### config.mk
export PLATFORM = sky130hd
export DESIGN_NAME = inst_fetch
export DESIGN_NICKNAME = d
export VERILOG_FILES = /design/src/rtl/fetch_pkg.sv /design/src/rtl/fetch_fifo.sv /design/src/rtl/inst_fetch.sv
export SDC_FILE = /design/constraint.sdc
export NUM_CORES = 1
export LEC_CHECK = 0
export ABC_AREA = 1
export BUFFER_PORTS_ARGS = -buffer_cell sky130_fd_sc_hd__buf_4
export CAP_MARGIN = 20
export CELL_PAD_IN_SITES_DETAIL_PLACEMENT = 0
export CELL_PAD_IN_SITES_GLOBAL_PLACEMENT = 2
export CORE_ASPECT_RATIO = 1.5
export CORE_MARGIN = 10
export CORE_UTILIZATION = 34
export DETAILED_ROUTE_END_ITERATION = 16
export PLACE_DENSITY = 0.92
export SLEW_MARGIN = 20
export SYNTH_ARGS = -nofsm -noshare
export SYNTH_HDL_FRONTEND = slang
export SYNTH_HIERARCHICAL = 1
export SYNTH_SLANG_ARGS = --single-unit
### constraint.sdc
create_clock -name clk -period 11.5 [get_ports clk]
set_clock_uncertainty 0.2 [all_clocks]
set_input_delay 1.15 -clock clk [delete_from_list [all_inputs] [get_ports clk]]
set_output_delay 1.15 -clock clk [all_outputs]
set_load 0.005 [all_outputs]
### src/rtl/fetch_pkg.sv
// Shared types for the fetch stage: FSM states, queue entry layout, NOP encoding.
// Latency: none (types and a pure function only).
// Backpressure: not applicable.
package fetch_pkg;

    typedef enum logic [1:0] {
        IDLE,
        REQ,
        WAIT,
        DROP
    } fetch_state_t;

    localparam logic [31:0] NOP_INST = 32'h0000_0013;

    typedef struct packed {
        logic [31:0] pc;
        logic [31:0] inst;
    } fetch_entry_t;

    function automatic logic [31:0] align_pc(input logic [31:0] addr);
        return addr & 32'hFFFF_FFFC;
    endfunction

endpackage

### src/rtl/fetch_fifo.sv
// Small synchronous FIFO holding fetched {pc, inst} entries; flush empties it in one cycle.
// Latency: push at edge t is visible on head_dat after edge t (registered storage).
// Backpressure: push accepted when not full or when a pop happens the same cycle.
module fetch_fifo #(
    parameter int DEPTH = 2,
    parameter int WIDTH = 64,
    localparam int AW = $clog2(DEPTH)
) (
    input  logic             clk,
    input  logic             rst,
    input  logic             push,
    input  logic [WIDTH-1:0] push_dat,
    input  logic             pop,
    input  logic             flush,
    output logic [WIDTH-1:0] head_dat,
    output logic             full,
    output logic             empty,
    output logic [AW:0]      count
);

    logic [WIDTH-1:0] mem [DEPTH];
    logic [AW-1:0]    rd_ptr;
    logic [AW-1:0]    wr_ptr;
    logic             do_push;
    logic             do_pop;

    assign empty    = (count == '0);
    assign full     = (count == (AW+1)'(DEPTH));
    assign do_pop   = pop && !empty;
    assign do_push  = push && (!full || do_pop);
    assign head_dat = mem[rd_ptr];

    always_ff @(posedge clk) begin
        if (rst || flush) begin
            rd_ptr <= '0;
            wr_ptr <= '0;
            count  <= '0;
        end else begin
            if (do_push) wr_ptr <= wr_ptr + 1'b1;
            if (do_pop)  rd_ptr <= rd_ptr + 1'b1;
            count <= count + {{AW{1'b0}}, do_push} - {{AW{1'b0}}, do_pop};
        end
    end

    always_ff @(posedge clk) begin
        if (do_push) mem[wr_ptr] <= push_dat;
    end

endmodule

### src/rtl/inst_fetch.sv
// Fetch stage around the PC register: one outstanding imem request, {pc,inst} queue to decode.
// Latency: rvalid at cycle t gives out_valid at t+1; FETCH_PERF_EN adds perf counter outputs.
// Backpressure: a granted request reserves a queue slot; no request is issued into a full queue.
module inst_fetch
    import fetch_pkg::*;
#(
    parameter int          DEPTH = 2,
    parameter logic [31:0] NOP   = NOP_INST
) (
    input  logic        clk,
    input  logic        rst,
    input  logic [31:0] pc,
    output logic [31:0] pc_din,
    output logic        pc_wen,
    output logic        imem_req,
    output logic [31:0] imem_addr,
    input  logic        imem_gnt,
    input  logic        imem_rvalid,
    input  logic [31:0] imem_rdata,
    input  logic        redirect_valid,
    input  logic [31:0] redirect_pc,
    output logic        out_valid,
    input  logic        out_ready,
    output logic [31:0] out_pc,
    output logic [31:0] out_inst
`ifdef FETCH_PERF_EN
    ,
    output logic [31:0] perf_fetch_cnt,
    output logic [31:0] perf_stall_cnt,
    output logic [31:0] perf_flush_cnt
`endif
);

    localparam int CW = $clog2(DEPTH) + 1;

    fetch_state_t state, state_nxt;
    logic [31:0]  req_pc;
    logic         req_pc_ld;
    logic         push;
    logic         pop;
    logic         full;
    logic         empty;
    logic [CW-1:0] count;
    logic         slot_after_push;
    fetch_entry_t push_entry;
    fetch_entry_t head;

    assign pop             = !empty && out_ready;
    assign push            = (state == WAIT) && imem_rvalid && !redirect_valid;
    assign push_entry      = '{pc: req_pc, inst: imem_rdata};
    // After this push, a slot is still free if decode pops now or the queue had two spare.
    assign slot_after_push = pop || (count < CW'(DEPTH - 1));

    assign out_valid = !empty;
    assign out_pc    = empty ? 32'h0 : head.pc;
    assign out_inst  = empty ? NOP : head.inst;

    fetch_fifo #(
        .DEPTH (DEPTH),
        .WIDTH ($bits(fetch_entry_t))
    ) u_fifo (
        .clk      (clk),
        .rst      (rst),
        .push     (push),
        .push_dat (push_entry),
        .pop      (pop),
        .flush    (redirect_valid),
        .head_dat (head),
        .full     (full),
        .empty    (empty),
        .count    (count)
    );

    always_comb begin
        state_nxt = state;
        imem_req  = 1'b0;
        imem_addr = 32'h0;
        pc_wen    = 1'b0;
        pc_din    = 32'h0;
        req_pc_ld = 1'b0;
        case (state)
            IDLE: if (!full && !redirect_valid) state_nxt = REQ;
            REQ: begin
                imem_req  = 1'b1;
                imem_addr = pc;
                if (imem_gnt) begin
                    req_pc_ld = 1'b1;
                    pc_wen    = 1'b1;
                    pc_din    = pc + 32'd4;
                    state_nxt = redirect_valid ? DROP : WAIT;
                end else if (redirect_valid) begin
                    state_nxt = IDLE;
                end
            end
            WAIT: begin
                if (imem_rvalid)
                    state_nxt = (!redirect_valid && slot_after_push) ? REQ : IDLE;
                else if (redirect_valid)
                    state_nxt = DROP;
            end
            DROP: if (imem_rvalid) state_nxt = IDLE;
            default: state_nxt = IDLE;
        endcase
        if (redirect_valid) begin
            pc_wen = 1'b1;
            pc_din = align_pc(redirect_pc);
        end
        // Keep the PC register and memory untouched while reset is asserted.
        if (rst) begin
            imem_req  = 1'b0;
            imem_addr = 32'h0;
            pc_wen    = 1'b0;
            pc_din    = 32'h0;
        end
    end

    always_ff @(posedge clk) begin
        if (rst) begin
            state  <= IDLE;
            req_pc <= 32'h0;
        end else begin
            state <= state_nxt;
            if (req_pc_ld) req_pc <= pc;
        end
    end

`ifdef FETCH_PERF_EN
    always_ff @(posedge clk) begin
        if (rst) begin
            perf_fetch_cnt <= 32'h0;
            perf_stall_cnt <= 32'h0;
            perf_flush_cnt <= 32'h0;
        end else begin
            if (push) perf_fetch_cnt <= perf_fetch_cnt + 32'd1;
            if (((state == REQ) && !imem_gnt) || full) perf_stall_cnt <= perf_stall_cnt + 32'd1;
            if (redirect_valid) perf_flush_cnt <= perf_flush_cnt + 32'd1;
        end
    end
`endif

endmodule

==> flow_summary.ini, run 1 <==
[grt]
grt_pass1_vias = 6488
grt_pass1_wl_mm = 35.71
overflow = 0
grtUsageTotal_pct = 14.35
antenna_found_initial = 0
grt_max_degree = 67

[job]
cap_violations = 0

[power]
p_seq_share_pct = 48.6
irDropWorstVdd_v = 0.00009275
p_int_mw = 1.081
switching_power_mw = 0.3716
p_clk_share_pct = 37.4
combinationalPowerShare_pct = 14.0
p_leak_nw = 4.860
power.density_mw_per_mm2 = 132.9
sw_frac_of_total_pct = 25.57

[drt]
dr.first_iter.drc_count = 240
wl_met1_mm = 9.637
drt.antenna.violating_nets = 0
wl_met3_mm = 1.444
drc = 0
detail_route.vias_per_cell = 4.480
dr.pass1.iters = 4
via_count = 6384
route.detailed.wl_per_inst_um = 16.45
topRoutingLayerUsed = met4
routed_wl_mm = 23.44
wl_met2_mm = 12.00

[timing]
tightest_slew_ns = 0.8973
rsz0062_at_grt = false
final_max_slew_viol_count = 0
fin_crit_ns = 4.599
setup_violations = 0
final.setup.worst_slack_ns = 6.901
fin_tns_setup_ns = 0
hold_violations = 0
period_share_pct = 39.99
max_freq_mhz = 217.5
slew_headroom_pct = 40.11

[yosys]
synthTopCellsByArea = edfxtp_1 45%, mux2_4 11%, dfxtp_1 9.2%, nand2_1 7.2%, nor2_1 7.0%
syn_area_mm2 = 0.008461
synth_top_family_by_area = simple AND/OR/NAND/NOR gates
synth_area_per_cell_um2 = 9.747
synth.distinct_cells = 37
synth-simple-area-share_pct = 19.46
yosysWarnings = 6
synth_cells = 868
yosys.area_share.adder_pct = 0.2958
synth_top_area_share_pct = 45.43
synth-seq-cells = 167
synth-xor-area-share_pct = 0.2070
ys_seq_area_share_pct = 54.66
yosysTopAreaCell = edfxtp_1
synth_fp_nets = 972
synth_compound_area_share_pct = 5.723
synthMuxAreaShare_pct = 11.18

[floorplan]
dieArea_mm2 = 0.03172
io-pin-count = 233
fp.dieH_um = 213.2
die-width_um = 148.8
start_util_pct = 34.62
core_area_mm2 = 0.02444
rows = 70

[setup_path]
cp_max_fo = 26
crit_arrival_ns = 3.25
required_ns = 10.15
startpoint_type = input port
crit_path_end_kind = primary output
critical_path_class = in2out

[placement]
io_buffers = 230
pre_cts_ws_ns = 6.871
hpwlAfterDp_mm = 17.95
place_congestion = 0.8510
dp_cells = 1393

[cells_and_area]
fin_nets = 1192
drive_gt1_share_pct = 32.97
layout_commonest_cell = buf_4
fin_util_pct = 44.75
area_growth_pct = 29.25
finalNonFillerCells = 1425
antennaDiodeCount = 0
fillCellCount = 2363
mostFrequentLayoutCells = 233 x buf_4, 162 x nand2_1, 156 x nor2_1

[clocking]
cts_tree = built
clock_latency_ns = 0.42
postCtsSetupBuffers = 0
postCtsHoldBufs = 0
cts_resized = 0
cts_made_buffers = 17
path_clk_slew_ns = 0.06
cts.sink_count = 167
clock-root-buffer = clkbuf_16
clockBufferDepth = 2
htree_levels = 4

[run_status]
status = finished, final reports clean

[worst_hold_path]
hold_class = reg2reg
## state kept, by name, summed over array words and instances, names as in the netlist, named ones only
register and count:
u_fifo/mem 128, state 2, req_pc 32, u_fifo/rd_ptr 1
u_fifo/count 2, u_fifo/wr_ptr 1
## power groups by stage
stage               sequential, mW  combinational (mW)  clock (mW)
floorplan                    0.714               0.112           0
global placement             0.716               0.203           0
detailed placement           0.719               0.205           0
CTS                          0.707               0.206       0.558
global route                 0.710               0.227       0.582
finish                       0.706               0.203       0.544
## critical path, stage by stage
cell     delay (ns)
buf_4          0.21
inv_1          0.57
nand2_2        0.16
nor2_4         0.56
inv_2          0.18
o21ai_1        0.16
o21ai_1        0.08
nand2_1        0.07
buf_4          0.10
## through the flow
step	cell area (µm²)	hold slack (ns)	total power, mW
2_1_floorplan	8461	0.2203	0.8265
3_3_place_gp	10370	0.2286	0.9195
3_5_place_dp	10370	0.2326	0.9240
4_1_cts	10930	0.2503	1.471
5_1_grt	10940	0.2620	1.519
6_report	10940	0.2514	1.453
## cell type report
class	count	area [µm²]	area share, %
multi-input cells	550	3134	28.66
flip-flops and latches	167	4628	42.32
repair buffers	233	1749	16.00
well taps	324	405.4	3.707
clock inverters	14	138.9	1.270
inverters	119	450.4	4.119
clock buffers	18	429.2	3.924
## worst paths after layout
path                            slack [ns]             from                end  cells after the start
worst min-delay path                  0.25       req_pc[29]  u_fifo/mem[1][61]                      0
worst min register to register        0.25       req_pc[29]  u_fifo/mem[1][61]                      0
worst max-delay path                  6.90              rst         pc_din[12]                      9
worst max register to register        7.81  u_fifo/count[1]   u_fifo/mem[1][8]                      9
## cells in the mapped netlist
library cell,number
xnor2_1,1
nor2_1,158
inv_4,1
and2_1,1
buf_4,5
nand3_2,1
dfxtp_1,39
o31ai_1,2
or2_2,3
nand4_1,7
a21oi_1,40
ha_1,2
mux2_4,60
nand3b_1,2
nand2_2,8
buf_2,7
a22o_1,1
nor2_8,1
clkbuf_1,11
xor2_1,1
nor2_4,6
buf_12,6
clkinv_1,1
o21ai_0,36
nor3b_1,1
nand2_1,162
inv_1,111
nor3_1,1
mux2_2,4
edfxtp_1,128
nand3_1,32
o21ai_1,13
nor2_2,3
nand2_4,2
inv_2,6
buf_6,3
o211ai_1,2
## cells by family after synthesis
family / Yosys count
adders and majority gates: 2
DFF: 167
and+or+nand+nor: 388
muxes: 64
AOI/OAI and AO/OA: 94
xor gates and xnor gates: 2
buffers and inverters: 151
## metal layers
metal	track usage, %	vias up
li1	-	3270
met1	16.07	2919
met2	25.64	181
met3	4.175	14
met4	4.343	0
met5	0	-
(Power assumes the default switching activity.)
==> run 2, diff against run 1 <==
- ABC_AREA: 1 -> 0
- CORE_UTILIZATION: 34 -> 29
- PLACE_DENSITY: 0.92 -> 0.82
- clock period: 11.5 -> 3.89 ns (I/O delays scaled with it)
==> run 2 against run 1 <==
  * Combinational power grew 67%
  * Sequential cell count is the same
  * Die area grew 6.9%
  * Setup slack lost 6.2 ns
  * Synthesized cell count shrank 22%
  * Wire length shrank 3.3%
  * Largest cell class unchanged
  * Global-route usage shrank 1.4 points
==> flow_summary.ini, run 2 <==
[cells_and_area]
drive_gt1_share_pct = 37.59
mostFrequentLayoutCells = 242 x buf_4, 128 x edfxtp_1, 96 x nand2_1
fin_nets = 1030
largest_reg_flops = 128
antennaDiodeCount = 0
top_register = u_fifo/mem
reg.largest.list = u_fifo/mem (128), req_pc (32)
area_growth_pct = 38.28
layout_commonest_cell = buf_4

[placement]
place_congestion = 0.7586
pre_cts_ws_ns = 0.7239
hpwlAfterDp_mm = 16.46
io_buffers = 230

[floorplan]
start_util_pct = 29.36
die-width_um = 153.7
dieArea_mm2 = 0.03390
core_area_mm2 = 0.02649
fp.dieH_um = 220.6
io-pin-count = 233
rows = 73

[setup_path]
crit_slowest_cell = or4_1
required_ns = 3.30
crit_path_end_kind = primary output
cpPeakStageDelay_ns = 0.81
critical_path_class = in2out
crit_arrival_ns = 2.57
startpoint_type = input port
path_cells = buf_4 -> ha_1 -> nand4_2 -> or4_1 -> or4_1 -> o211ai_1 -> buf_4
cp_max_fo = 16

[yosys]
synth-simple-area-share_pct = 19.77
synth_compound_area_share_pct = 6.372
synth-xor-area-share_pct = 1.802
synth_commonest_cells = 128 x edfxtp_1, 96 x nand2_1, 65 x mux2_2
synth.distinct_cells = 46
synth_fp_nets = 780
synth_top_area_share_pct = 49.43
synth-edff-count = 128
synthTopCellsByArea = edfxtp_1 49%, dfxtp_1 10%, mux2_2 9.4%, nor2b_1 5.1%, nand2_1 4.6%
yosys.area_share.adder_pct = 0.3218
yosysTopAreaCell = edfxtp_1
synth-main-ff-cell = edfxtp_1
ys_seq_area_share_pct = 59.47
synth_cells = 676
yosysWarnings = 6
synth_area_per_cell_um2 = 11.50
syn_area_mm2 = 0.007776
ys_async_sr_fraction_pct = 0
synth_top_family_by_area = simple AND/OR/NAND/NOR gates
synth-seq-cells = 167
yosysMostFrequentCell = edfxtp_1
synthMuxAreaShare_pct = 9.413

[grt]
grt_pass1_wl_mm = 35.03
overflow = 0
grt_pass1_vias = 6114
grt_max_degree = 66
antenna_found_initial = 0
grtUsageTotal_pct = 12.96

[worst_hold_path]
hold_class = in2reg

[clocking]
cts_resized = 0
postCtsSetupBuffers = 0
path_clk_slew_ns = 0.07
htree_levels = 4
cts.sink_count = 167
clock-root-buffer = clkbuf_16
cts_made_buffers = 17
cts_tree = built
clockBufferDepth = 2
clock_latency_ns = 0.42

[timing]
fin_crit_ns = 3.157
setup_violations = 0
final.setup.worst_slack_ns = 0.7327
max_freq_mhz = 316.7
rsz0062_at_grt = false
period_share_pct = 81.17
tightest_slew_ns = 0.9556
fin_tns_setup_ns = 0
final_max_slew_viol_count = 0
hold_violations = 0
slew_headroom_pct = 35.42

[drt]
routed_wl_mm = 22.67
via_count = 5874
dr.first_iter.drc_count = 295
route.detailed.wl_per_inst_um = 17.77
dr.pass1.iters = 4
drt.antenna.violating_nets = 0
detail_route.vias_per_cell = 4.603
drc = 0

[power]
p_leak_nw = 4.022
power.density_mw_per_mm2 = 361.8
totalPowerFinal_mw = 3.890
irDropWorstVdd_v = 0.0002282

[job]
cap_violations = 0

[run_status]
status = finished, final reports clean
run 2: per-layer routing:
layer	GRT usage (%)	part of all wire, %	up-vias
met5	0	0	-
met4	3.788	1.2	0
met3	3.963	6.3	13
met2	23.03	53	172
met1	14.66	40	2767
li1	-	-	2922
run 2: final timing paths:
path / start / to / slack (ns) / cells after the start
worst max-delay path: pc[2] / pc_din[22] / 0.73 / 7
worst min-delay path: pc[0] / req_pc[0] / 0.05 / 3
worst max register to register: state[1] / u_fifo/mem[1][10] / 1.17 / 4
worst min register to register: req_pc[7] / u_fifo/mem[0][39] / 0.25 / 0
run 2: cell type report:
cell class	instances	area (µm²)
clock inverters	13	103.9
repair buffers	274	2137
inverters	11	41.29
multi-input cells	455	2967
fillers	2613	15740
flip-flops and latches	167	4628
well taps	337	421.7
clock buffers	19	454.2
run 2: through the flow:
stage	util (%)	instance area [µm²]	hold slack [ns]	cells
2_1_floorplan	-	7776	0.2254	676
3_3_place_gp	37.28	9874	0.2322	1212
3_5_place_dp	37.28	9874	0.2426	1212
4_1_cts	40.60	10750	0.01821	1276
5_1_grt	40.60	10750	0.03049	1276
6_report	40.60	10750	0.04541	1276
run 2: cell families after synthesis:
family / Yosys count
xor gates and xnor gates: 16
adders and majority gates: 2
DFF: 167
and+or+nand+nor: 292
muxes: 65
AOI/OAI and AO/OA: 80
buffers and inverters: 54
run 2: report_power, final:
group          total (mW)  internal [mW]  switching [mW]
combinational       0.338          0.177           0.161
sequential           1.96           1.94          0.0168
clock                1.59          0.876           0.719
run 2: worst max-delay path: cells and delay by family:
| kind | cells | cell delay (ns) |
|---|---|---|
| AOI/OAI and AO/OA | 1 | 0.11 |
| and+or+nand+nor | 3 | 1.56 |
| buffers and inverters | 2 | 0.27 |
| adders and majority gates | 1 | 0.22 |
run 2: what timing repair did:
action | 4_1_cts | 5_1_grt
setup endpoints to repair | 0 | 0
endpoints found under the hold margin | 64 | 0
hold buffers | 32 | 0
==> run 3, diff against run 2 <==
- CORE_UTILIZATION: 29 -> 33
- PLACE_DENSITY: 0.82 -> 0.88
- clock period: 3.89 -> 3.18 ns (I/O delays scaled with it)
==> run 3 against run 2 <==
  * Wire length is 0.11% lower
  * Via count is 2.0% higher
  * Combinational power is 31% higher
  * Critical endpoint unchanged
  * Largest power group unchanged
==> flow_summary.ini, run 3 (same netlist as run 2, synthesis figures left out) <==
[floorplan]
core_area_mm2 = 0.02314
io-pin-count = 233
dieArea_mm2 = 0.03023
rows = 68
die-width_um = 145.3
fp.dieH_um = 208.0
start_util_pct = 33.60

[clocking]
cts.sink_count = 167
clock_latency_ns = 0.41
clockBufferDepth = 2
clock-root-buffer = clkbuf_16
cts_tree = built
path_clk_slew_ns = 0.06
htree_levels = 4
cts_made_buffers = 17

[setup_path]
crit_slowest_cell = or4_1
required_ns = 2.66
startpoint_type = input port
critical_path_class = in2out
cp_max_fo = 16
crit_arrival_ns = 2.47
timing.rr.start = u_fifo/count[1]
crit_path_start = pc[2]
cpPeakStageDelay_ns = 0.81
critical-path-top-delay-family = simple AND/OR/NAND/NOR gates
crit_path_end_kind = primary output
path_buf_inv = 2
path_cells = buf_4 -> ha_1 -> nand4_2 -> or4_1 -> or4_1 -> o211ai_1 -> buf_4

[cells_and_area]
mostFrequentLayoutCells = 243 x buf_4, 128 x edfxtp_1, 95 x nand2_1
reg.largest.list = u_fifo/mem (128), req_pc (32)
largest_reg_flops = 128
drive_gt1_share_pct = 36.97
layout_commonest_cell = buf_4
area_growth_pct = 42.88
antennaDiodeCount = 0
fin_nets = 1062
top_register = u_fifo/mem

[timing]
fin_crit_ns = 2.987
rsz0062_at_grt = false
final_max_slew_viol_count = 0
period_share_pct = 93.94
setup_violations = 0
fin_hold_ws_ns = 0.02532
hold_violations = 0
max_freq_mhz = 334.7
final.setup.worst_slack_ns = 0.1926
tightest_slew_ns = 0.7159
slew_headroom_pct = 52.27

[worst_hold_path]
hold_start = pc[15]
hold_class = in2reg

[placement]
pre_cts_ws_ns = 0.1739
io_buffers = 230
hpwlAfterDp_mm = 15.94
place_congestion = 0.7696

[drt]
routed_wl_mm = 22.65
route.detailed.wl_per_inst_um = 17.61
dr.first_iter.drc_count = 262
via_count = 5992
drt.antenna.violating_nets = 0
drc = 0
dr.pass1.iters = 5
detail_route.vias_per_cell = 4.659

[power]
irDropWorstVdd_v = 0.0003016
power.density_mw_per_mm2 = 440.8
totalPowerFinal_mw = 4.898
p_leak_nw = 4.172

[grt]
grt_max_degree = 66
grtUsageTotal_pct = 14.69
grt_pass1_vias = 6373
overflow = 0
antenna_found_initial = 0
grt_pass1_wl_mm = 35.98

[job]
cap_violations = 0

[run_status]
status = finished, final reports clean
[run 3: cell types whose count changed in the layout (fill, tap and decap cells not counted), moves of 2 or more]
cell and change:
clkinv_4 +3, buf_12 +3, dlygate4sd3_1 +28, bufinv_16 +2, clkinvlp_4 +2, inv_4 -5
[run 3: worst paths after layout]
| path | depth (start not counted) | to | slack (ns) |
|---|---|---|---|
| max | 7 | pc_din[22] | 0.19 |
| min | 3 | req_pc[15] | 0.03 |
| max reg2reg | 9 | u_fifo/count[1] | 0.97 |
| min reg2reg | 0 | u_fifo/mem[0][36] | 0.25 |
[run 3: stage by stage]
stage | TNS, ns | utilization [%] | cells | cell area, µm²
finish | 0 | 48.01 | 1286 | 11110
global route | 0 | 48.01 | 1286 | 11110
CTS | 0 | 48.00 | 1286 | 11110
detailed placement | 0 | 42.83 | 1194 | 9912
global placement | 0 | 42.83 | 1194 | 9912
floorplan | -60.96 | - | 676 | 7781
[run 3: area by class of cell]
cell class,count,area (µm²)
Tap cell,315,394.1
Fill cell,2194,12030
Timing Repair Buffer,306,2485
Multi-Input combinational cell,455,2969
Sequential cell,167,4626
Inverter,11,41.29
Clock buffer,18,429.2
Clock inverter,14,166.4
[run 3: layer usage]
| metal | track usage (%) | part of all wire, % | up-vias |
|---|---|---|---|
| li1 | - | - | 2979 |
| met1 | 16.81 | 42 | 2843 |
| met2 | 26.09 | 51 | 158 |
| met3 | 3.953 | 5.3 | 12 |
| met4 | 4.393 | 1.0 | 0 |
| met5 | 0 | 0 | - |
[run 3: power by group]
part | leakage, nW | total, mW | switching (mW) | internal [mW]
Sequential | 1.41 | 2.40 | 0.0206 | 2.37
Clock | 0.287 | 2.06 | 0.876 | 1.18
Combinational | 2.47 | 0.443 | 0.203 | 0.240
Total | 4.17 | 4.90 | 1.10 | 3.80
[run 3: worst register-to-register path, stage by stage (launching register included)]
cell     delay (ns)
dfxtp_1        0.51
nor2_4         0.07
nor2b_1        0.34
nand3_1        0.11
o21ai_0        0.09
nor2_1         0.06
ha_1           0.18
xor2_1         0.14
or3_1          0.31
a21oi_1        0.13
[run 3: repair_timing]
| item | CTS | global route |
|---|---|---|
| gates resized for setup | 0 | 1 |
| buffers inserted | 0 | 0 |
| hold buffers | 60 | 0 |
| endpoints found under the setup margin | 0 | 1 |
| hold endpoints to repair | 94 | 0 |
